--- src/rtl/count15_timer_ctrl.sv ---
// Programmable-period tick timer around a WIDTH-bit up-counter with one-shot/periodic
// modes, start/pause/stop control and a config handshake accepted only while not counting.
module count15_timer_ctrl #(
    parameter int WIDTH          = 4,
    parameter int DEFAULT_PERIOD = 15,
    parameter bit DEFAULT_MODE   = 1'b1
) (
    input  logic             clk,
    input  logic             reset_n,
    input  logic             cfg_valid,
    output logic             cfg_ready,
    input  logic [WIDTH-1:0] cfg_period,
    input  logic             cfg_mode,
    input  logic             start,
    input  logic             pause,
    input  logic             stop,
    output logic [WIDTH-1:0] q,
    output logic [1:0]       state,
    output logic             busy,
    output logic             tick,
    output logic             done,
    output logic [7:0]       tick_cnt
);

    typedef enum logic [1:0] {
        IDLE   = 2'd0,
        RUN    = 2'd1,
        PAUSED = 2'd2,
        DONE   = 2'd3
    } state_t;

    state_t           state_q, state_d;
    logic [WIDTH-1:0] q_q, q_d;
    logic [WIDTH-1:0] period_reg, period_d;
    logic             mode_reg, mode_d;
    logic             tick_q, tick_d;
    logic [7:0]       tick_cnt_q, tick_cnt_d;

    always_ff @(posedge clk) begin
        if (!reset_n) begin
            state_q    <= IDLE;
            q_q        <= '0;
            period_reg <= WIDTH'(DEFAULT_PERIOD);
            mode_reg   <= DEFAULT_MODE;
            tick_q     <= 1'b0;
            tick_cnt_q <= 8'd0;
        end else begin
            state_q    <= state_d;
            q_q        <= q_d;
            period_reg <= period_d;
            mode_reg   <= mode_d;
            tick_q     <= tick_d;
            tick_cnt_q <= tick_cnt_d;
        end
    end

    // Priority is stop > start > pause; a start while running just keeps counting
    // but still masks a simultaneous pause.
    always_comb begin
        state_d    = state_q;
        q_d        = q_q;
        period_d   = period_reg;
        mode_d     = mode_reg;
        tick_d     = 1'b0;
        tick_cnt_d = tick_cnt_q;

        if (cfg_valid && cfg_ready) begin
            period_d = cfg_period;
            mode_d   = cfg_mode;
        end

        case (state_q)
            IDLE: begin
                if (stop) begin
                    q_d = '0;
                end else if (start) begin
                    state_d    = RUN;
                    q_d        = '0;
                    tick_cnt_d = 8'd0;
                end
            end
            RUN: begin
                if (stop) begin
                    state_d = IDLE;
                    q_d     = '0;
                end else if (!start && pause) begin
                    state_d = PAUSED;
                end else if (q_q == period_reg) begin
                    q_d        = '0;
                    tick_d     = 1'b1;
                    tick_cnt_d = tick_cnt_q + 8'd1;
                    if (!mode_reg) begin
                        state_d = DONE;
                    end
                end else begin
                    q_d = q_q + WIDTH'(1);
                end
            end
            PAUSED: begin
                if (stop) begin
                    state_d = IDLE;
                    q_d     = '0;
                end else if (start) begin
                    state_d = RUN;
                end
            end
            DONE: begin
                if (stop) begin
                    state_d = IDLE;
                    q_d     = '0;
                end else if (start) begin
                    state_d    = RUN;
                    q_d        = '0;
                    tick_cnt_d = 8'd0;
                end
            end
        endcase
    end

    assign cfg_ready = (state_q == IDLE) || (state_q == DONE);
    assign busy      = (state_q == RUN) || (state_q == PAUSED);
    assign done      = (state_q == DONE);
    assign state     = state_q;
    assign q         = q_q;
    assign tick      = tick_q;
    assign tick_cnt  = tick_cnt_q;

endmodule

--- config.mk ---
export PLATFORM = sky130hd
export DESIGN_NAME = count15_timer_ctrl
export DESIGN_NICKNAME = d
export VERILOG_FILES = /design/src/rtl/count15_timer_ctrl.sv
export SDC_FILE = /design/constraint.sdc
export NUM_CORES = 1
export LEC_CHECK = 0
export ABC_AREA = 1
export ABC_CLOCK_PERIOD_IN_PS = 2400
export CAP_MARGIN = 20
export CORE_MARGIN = 2
export CORE_UTILIZATION = 45
export CTS_BUF_LIST = sky130_fd_sc_hd__clkbuf_2
export DETAILED_ROUTE_END_ITERATION = 10
export PLACE_DENSITY_LB_ADDON = 0.2
export SYNTH_ARGS = -nofsm -noshare
export SYNTH_HDL_FRONTEND = slang
export SYNTH_SLANG_ARGS = --single-unit
--- constraint.sdc ---
create_clock -name clk -period 2.4 [get_ports clk]
set_clock_uncertainty 0.2 [all_clocks]
set_input_delay 0.36 -clock clk [delete_from_list [all_inputs] [get_ports clk]]
set_output_delay 0.36 -clock clk [all_outputs]
set_load 0.02 [all_outputs]
# After elaboration in Yosys (flattened, before gate mapping)

Index checks and enable logic that the tools add are counted.

Word-level logic and storage cells: 60
Bits of input ports: 11
Bits in registers: 20
Output and inout port bits: 18

Eq/ne operators: 15
Mux-type cells: 22
Bitwise operators: 2
Add/sub/neg operators: 2
Reduce and logical (&&, ||, !) cells: 13

Operators with widths:

| operator              | number |
|---|---|
| $mux W8               | 5 |
| $mux W4               | 6 |
| $pmux W8 S2           | 1 |
| $mux W2               | 7 |
| $ne A2 B2 Y1 const B  | 6 |
| $pmux W4 S3           | 1 |
| $add A8 B1 Y8 const B | 1 |
| $ne A4 B4 Y1 const B  | 2 |
| $pmux W2 S3           | 1 |
| $reduce_and A3 Y1     | 2 |
| $reduce_and A6 Y1     | 1 |
| $add A4 B1 Y4 const B | 1 |
| $eq A2 B2 Y1 const B  | 2 |
| $eq A4 B4 Y1          | 1 |
| $reduce_or A2 Y1      | 2 |
| $reduce_or A4 Y1      | 1 |
| $ne A3 B1 Y1 const B  | 1 |
| $ne A3 B3 Y1 const B  | 1 |
| $eq A2 B1 Y1 const B  | 1 |
| $logic_and A1 B1 Y1   | 2 |
| $logic_not A2 Y1      | 1 |
| $logic_or A1 B1 Y1    | 2 |
| $ne A2 B1 Y1 const B  | 1 |
| $not A1 Y1            | 2 |
| 3 further kinds       | 3 |

# Logic depth before layout (Yosys ltp)

Gate-level depths: netlist of the first run.

Word-level depth: 5
Gate-level depth with buffers: 10
Mapped depth without buffers: 10

# Worst setup path after synthesis of the first run

OpenSTA, ideal clock, no wires.

Path type: reg-to-reg
Start point: register state_q[0], in the netlist state[0]
End point: register tick_cnt_q[6], in the netlist tick_cnt[6]
Setup slack: 274 ps
Setup time: 72 ps
Stages on the path, launching flop included: 10
Data required time: 2128 ps
Path buffers: 0
Period minus slack after synthesis: 2126 ps
Data arrival time: 1854 ps
Cell sequence: dfxtp_1 inv_1 ha_1 inv_2 nor2_1 nor2_2 nor2_8 nand2_4 nand2_1 a21oi_1

Longest elaborated chain between the ends: 4
Elaborated cells between the ends (all ways): 12
Classes of those cells: eq/ne (7); mux (1); reduce/logical (4)

Ends and longest elaborated chain:

| item                                                        | RTL line | RTL |
|---|---|---|
| from (decl)                                                 | 32       | `state_t state_q, state_d;` |
| from (signal assigned)                                      | 48       | `state_q <= state_d;` |
| $eq A2 B2 Y1 or $logic_not A2 Y1 (tied branches)            | 72       | `case (state_q)` |
| $reduce_or A2 Y1 (no source line)                           | -        |  |
| $ne A2 B2 Y1 (no source line), or another cell as far along | -        |  |
| $reduce_and A6 Y1 (no source line)                          | -        |  |
| to (signal assigned)                                        | 53       | `tick_cnt_q <= tick_cnt_d;` |
| to (decl)                                                   | 37       | `logic [7:0] tick_cnt_q, tick_cnt_d;` |

Several ways; a longest one is shown, not always the timed one.
A chain may end at the register's enable or synchronous reset.

# Final worst setup path of the first run

Start point: register state_q[0], in the netlist state[0]
End point: output port cfg_ready

Longest elaborated chain between the ends: 2
Elaborated cells between the ends (all ways): 3
Classes of those cells: eq/ne (1); reduce/logical (2)

Ends and longest elaborated chain:

| item                                             | RTL line | RTL |
|---|---|---|
| $eq A2 B2 Y1 or $logic_not A2 Y1 (tied branches) | 120      | `assign cfg_ready = (state_q == IDLE) \|\| (state_q == DONE);` |
| $logic_or A1 B1 Y1 *                             | 120      |  |
| to (decl)                                        | 11       | `output logic cfg_ready,` |

Mark *: on every way between the ends. The rest lies on a longest branch, timed or not.

==> results of run 1 <==
[layer usage]
| metal | part of all wire [%] | vias to the layer above | track usage (%) |
|---|---|---|---|
| met4 | 1.8 | 0 | 8.84 |
| met3 | 3.8 | 7 | 4.42 |
| met5 | 0 | - | 0 |
| li1 | - | 670 | - |
| met2 | 49 | 20 | 34.1 |
| met1 | 45 | 546 | 23.1 |
[timing repair]
| action | in CTS | in global routing |
|---|---|---|
| endpoints found under the setup margin | 2 | 0 |
| hold buffers | 0 | 0 |
| resized for setup | 4 | 0 |
[how the worst min path moves through the flow]
stage,slack [ns],startpoint,depth (start not counted),end
after floorplan,0.27,mode_reg$_SDFFE_PN1P_,2,mode_reg$_SDFFE_PN1P_
after global placement,0.28,tick_cnt[7]$_SDFFE_PN0P_,2,tick_cnt[7]$_SDFFE_PN0P_
after detailed placement,0.30,tick_cnt[7]$_SDFFE_PN0P_,2,tick_cnt[7]$_SDFFE_PN0P_
after CTS,0.32,tick_cnt[4]$_SDFFE_PN0P_,2,tick_cnt[4]$_SDFFE_PN0P_
after global routing,0.34,cfg_period[1],3,period_reg[1]$_SDFFE_PN1P_
final,0.32,mode_reg$_SDFFE_PN1P_,2,mode_reg$_SDFFE_PN1P_
[critical path: cells and delay by family, from the launching register on]
kind                     cells  cell delay (ns)
buffers and inverters        3             0.50
flip-flops                   1             0.40
adder cells (fa/ha/maj)      1             0.39
[power by group through the flow]
stage	clock, uW	combinational (uW)	sequential, uW
after floorplan	0	326	415
after global placement	0	498	400
after detailed placement	0	503	401
after CTS	152	491	397
after global routing	169	550	402
final	143	491	396
[final cells by class]
class / instances / area (sq um) / share of cell area (%)
Multi-Input combinational cell: 142 / 728 / 46.4
Clock inverter: 1 / 3.75 / 0.239
Sequential cell: 20 / 403 / 25.7
Inverter: 24 / 90.1 / 5.74
Clock buffer: 3 / 15.0 / 0.956
Timing Repair Buffer: 30 / 293 / 18.6
Tap cell: 30 / 37.5 / 2.39
[kinds of logic (layout without fill, tap and decap cells)]
kind of cell,Yosys count,count (layout),share of synthesized area (%)
compound gates,28,28,13.0
fa+ha+maj,7,7,7.16
buf+inv,25,58,7.68
flops,20,20,32.8
simple gates,107,107,39.4
[cells in the final DEF (no fill, tap or decap)]
| master | synthesis | layout |
|---|---|---|
| clkdlybuf4s50_1 | 0 | 26 |
| dfxtp_1 | 20 | 18 |
| nor2_8 | 1 | 1 |
| nor2_2 | 4 | 4 |
| o21ai_1 | 1 | 1 |
| dfxtp_2 | 0 | 2 |
| a21oi_1 | 18 | 18 |
| clkbuf_2 | 0 | 3 |
| ha_1 | 7 | 7 |
| clkinv_1 | 2 | 3 |
| nand3b_1 | 1 | 1 |
| o21ai_0 | 1 | 1 |
| nand2_1 | 58 | 58 |
| nor3b_1 | 2 | 2 |
| nand4_1 | 1 | 1 |
| o22ai_1 | 1 | 1 |
| nand2_2 | 1 | 1 |
| inv_2 | 4 | 4 |
| nand3_1 | 17 | 17 |
| nor2_1 | 19 | 19 |
| dlygate4sd2_1 | 0 | 2 |
| buf_4 | 0 | 2 |
| o21bai_1 | 2 | 2 |
| nor3_1 | 1 | 1 |
| inv_1 | 18 | 18 |
| nand2_4 | 2 | 2 |
| o211ai_1 | 5 | 5 |
[per-stage QoR]
step,power (uW),std cells
5_1_grt,1120,250
3_3_place_gp,898,246
3_5_place_dp,904,246
2_1_floorplan,741,187
4_1_cts,1040,250
6_report,1030,250
==> flow_summary.toml, run 1 <==
[outcome]
status = "completed"

[synth]
ys_warn_count = 0
yosysMostFrequentCell = "nand2_1"
synth_top_area_share_pct = 32.8
synthArstFlopShare_pct = 0
synth.top_cells.by_area = "dfxtp_1 33%, nand2_1 18%, a21oi_1 7.4%"
synth_edf_count = 0
yosysSeqAreaShare_pct = 32.8
ys_top_cells_by_count = "58 x nand2_1, 20 x dfxtp_1, 19 x nor2_1"
ys.flop_type = "dfxtp_1"
synth_area_leader_cell = "dfxtp_1"
netlist_instances = 187
yosys_register_bits = 20
synth.distinct_cells = 23
synth_nets = 205
synth_area_sq_um = 1220
avgSynthCellArea_sq_um = 6.54

[global_routing]
grt_first_pass_wirelength_um = 5020
grt_max_degree = 12
grt_pass1_vias = 1189
grt.total_usage_pct = 19.8
gr-total-overflow = 0
antenna_found_initial = 0

[power]
pwr-share-comb_pct = 47.6
power_switching_uw = 440
vdd_drop_max_v = 0.000523
p_per_area_nw_per_um2 = 656
p_clk_share_pct = 13.9
intPower_uw = 590
pwr-share-seq_pct = 38.5
total_leakage_power_uw = 0.000645
swShare_pct = 42.7

[sta]
finalSetupViolCount = 0
fmax_ghz = 0.463
rsz0062_at_grt = "no"
fin_crit_ns = 2.16
tightest_slew_ns = 0.310
fin_crit_sh_pct = 89.9
finalMaxSlewViolations = 0
worst_hold_slack_ns = 0.320
max-slew-margin-rel_pct = 79.2
tns_ns = 0
final_hold_viol_count = 0
finalWorstSetupSlack_ns = 0.242

[drt]
post-route-drc-count = 0
drtIter0Drc = 31
wl_per_cell_um = 11.2
ant_nets = 0
drt_wl_total_um = 2810
dr.pass1.iters = 4
routed-via-count = 1243
avgViaCountPerCell = 4.97

[placed_design]
globalplace.congestion = 0.885
port_buffers = 28
placed_area_sq_um = 1550
hpwlAfterDp_um = 2200
dp_slack_ns = 0.287

[cells_and_area]
drive_above_1_share_pct = 8.64
diodes = 0
nFillCells = 249
nets = 239
final_area_sq_um = 1570
syn_to_final_growth_pct = 28.5
final_util_pct = 62.3
largest_reg_flops = 8

[floorplan]
fp.dieW_um = 56.1
die-area_sq_um = 3150
pin_count = 29
row_count = 18
die_h_um = 56.1
start_util_pct = 48.5
core_area_sq_um = 2520

[setup_path]
critPathMaxStageDelay_ns = 0.40
crit_chain = "inv_1, ha_1, inv_2, dlygate4sd2_1"
reg2reg_to = "tick_cnt[6]$_SDFFE_PN0P_"
worstRegToRegCells = 10
critPathLaunchType = "flop"
crit_end = "cfg_ready"
crit_arrival_ns = 1.60
startpoint = "state[0]$_SDFFE_PN0P_"
r2r_slack_ns = 0.41
slowest_stage = "dfxtp_2"
critical_path_class = "flop to primary output"
reg2reg_from = "state[1]$_SDFFE_PN0P_"
crit_required_ns = 1.84
cp-end-kind = "primary output"
critPathMaxFanout = 6

[hold_path]
worst_hold_path_type = "flop to flop"

[clock_tree]
clk_pin_slew_ns = 0.18
clock_latency_ns = 0.33
root_buffer = "clkbuf_2"
clock_sinks = 20
cts_max_level = 1
cts_tree = "built"
clock_path_buffers = 2
cts_setup_buffers = 0
cts_buffers = 3

[flow_run]
drv_cap = 0
No activity file was read; power rests on OpenSTA's default activity.
==> run 2: changes to the inputs <==
Settings changed: CTS_CLUSTER_DIAMETER from default to 200.
==> results of run 2 <==
No change in the layout: final DEF, timing and power equal those of run 1.
==> run 3: changes to the inputs <==
Settings changed: ABC_CLOCK_PERIOD_IN_PS 2400 to 2160, HOLD_SLACK_MARGIN from default to 0.06.
Clock period 2.4 ns to 2.16 ns, I/O delays scaled along.
==> run 3 against run 2 <==
  * Sequential power grew 8.6%
  * Worst setup slack lost 0.11 ns
  * Cell count grew 0.80%
  * Utilization grew 0.74 points
  * Die area is the same
  * Critical endpoint unchanged
  * Worst hold slack lost 0.010 ns
  * Wire length grew 0.89%
==> flow_summary.toml, run 3 (same netlist as run 1, synthesis figures left out) <==
[setup_path]
crit_end = "cfg_ready"
critPathLaunchType = "flop"
startpoint = "state[0]$_SDFFE_PN0P_"
critPathMaxFanout = 4
worstRegToRegCells = 10
r2r_slack_ns = 0.24
crit_arrival_ns = 1.50
reg2reg_to = "tick_cnt[1]$_SDFFE_PN0P_"
reg2reg_from = "state[0]$_SDFFE_PN0P_"
crit_required_ns = 1.64
cp-end-kind = "primary output"
critical_path_class = "flop to primary output"

[drt]
wl_per_cell_um = 11.3
routed-via-count = 1256
drt_wl_total_um = 2840
ant_nets = 0
dr.pass1.iters = 4
avgViaCountPerCell = 4.98
post-route-drc-count = 0
drtIter0Drc = 51

[clock_tree]
cts_setup_buffers = 0
clock_latency_ns = 0.30
cts_hold_buf = 0
cts_tree = "built"
root_buffer = "clkbuf_2"
cts_max_level = 1
clock_path_buffers = 2
cts_buffers = 3
clock_sinks = 20
clk_pin_slew_ns = 0.18
cts_resized = 2

[cells_and_area]
register_area_sq_um = 400
diodes = 0
final_cell_mix = "58 x nand2_1, 25 x clkdlybuf4s50_1, 20 x dfxtp_1"
multi_input_area_sq_um = 728
final_area_sq_um = 1590
drive_above_1_share_pct = 9.01
syn_to_final_growth_pct = 30.0
final_common_cell = "nand2_1"
largest_reg_flops = 8
final_cells = 252
nets = 242
nFillCells = 228

[power]
vdd_drop_max_v = 0.000554
p_per_area_nw_per_um2 = 739
total_leakage_power_uw = 0.000676

[placed_design]
placed_area_sq_um = 1570
hpwlAfterDp_um = 2230
globalplace.congestion = 0.857
port_buffers = 28
dp_slack_ns = 0.235
dp.cells = 249

[global_routing]
gr-total-overflow = 0
grt.total_usage_pct = 18.9
grt_first_pass_wirelength_um = 4920
grt_max_degree = 11
grt_pass1_vias = 1143
antenna_found_initial = 0

[sta]
tns_ns = 0
finalWorstSetupSlack_ns = 0.135
max-slew-margin-rel_pct = 78.0
fin_crit_sh_pct = 93.8
worst_hold_slack_ns = 0.310
fin_crit_ns = 2.03
fmax_ghz = 0.494
finalSetupViolCount = 0
tightest_slew_ns = 0.328
final_hold_viol_count = 0
rsz0062_at_grt = "no"
finalMaxSlewViolations = 0

[floorplan]
fp.dieW_um = 56.1
start_util_pct = 48.5
core_area_sq_um = 2520
row_count = 18
die_h_um = 56.1
die-area_sq_um = 3150
pin_count = 29

[hold_path]
hp-start = "tick_cnt[4]$_SDFFE_PN0P_"
worst_hold_path_type = "flop to flop"

[flow_run]
drv_cap = 0

[outcome]
status = "completed"
-- run 3: cell types whose count changed in the layout (fill, tap and decap cells not counted), sizes merged --
| cell | previous run | this run |
|---|---|---|
| dlymetal6s2s | 0 | 1 |
| clkinv | 3 | 2 |
| buf | 2 | 5 |
| clkdlybuf4s50 | 26 | 25 |
-- run 3: worst max-delay path, stage by stage, from the launching register on --
cell	delay [ns]
dfxtp_1	0.36
inv_1	0.08
ha_1	0.35
inv_2	0.08
dlygate4sd2_1	0.32
-- run 3: area by class of cell --
type                       instances  area share, %
multi-input combinational        142           45.8
clock buffer                       3          0.945
inverter                          24           5.67
timing repair buffer              33           20.0
sequential                        20           25.2
tap                               30           2.36
-- run 3: stage by stage --
stage	util [%]	total power [uW]
6_report	63.0	1170
5_1_grt	63.0	1260
4_1_cts	62.9	1180
3_5_place_dp	62.4	1040
3_3_place_gp	62.4	1030
2_1_floorplan	-	823
-- run 3: worst min-delay path by stage --
stage / to / depth (start not counted)
2_1_floorplan: mode_reg$_SDFFE_PN1P_ / 2
3_3_place_gp: tick_cnt[4]$_SDFFE_PN0P_ / 2
3_5_place_dp: tick_cnt[4]$_SDFFE_PN0P_ / 2
4_1_cts: tick_cnt[4]$_SDFFE_PN0P_ / 2
5_1_grt: tick_cnt[4]$_SDFFE_PN0P_ / 2
6_report: tick_cnt[4]$_SDFFE_PN0P_ / 2
-- run 3: metal layers --
metal,up-vias,GRT usage [%],wire length [um]
met5,-,0,0
met4,0,7.14,31
met3,4,2.33,99
met2,24,32.1,1440
met1,557,24.3,1260
li1,671,-,-
-- run 3: report_power, final --
part / switching (uW) / internal, uW
clock: 112 / 37.9
combinational: 364 / 229
sequential: 23.7 / 407
total: 500 / 674
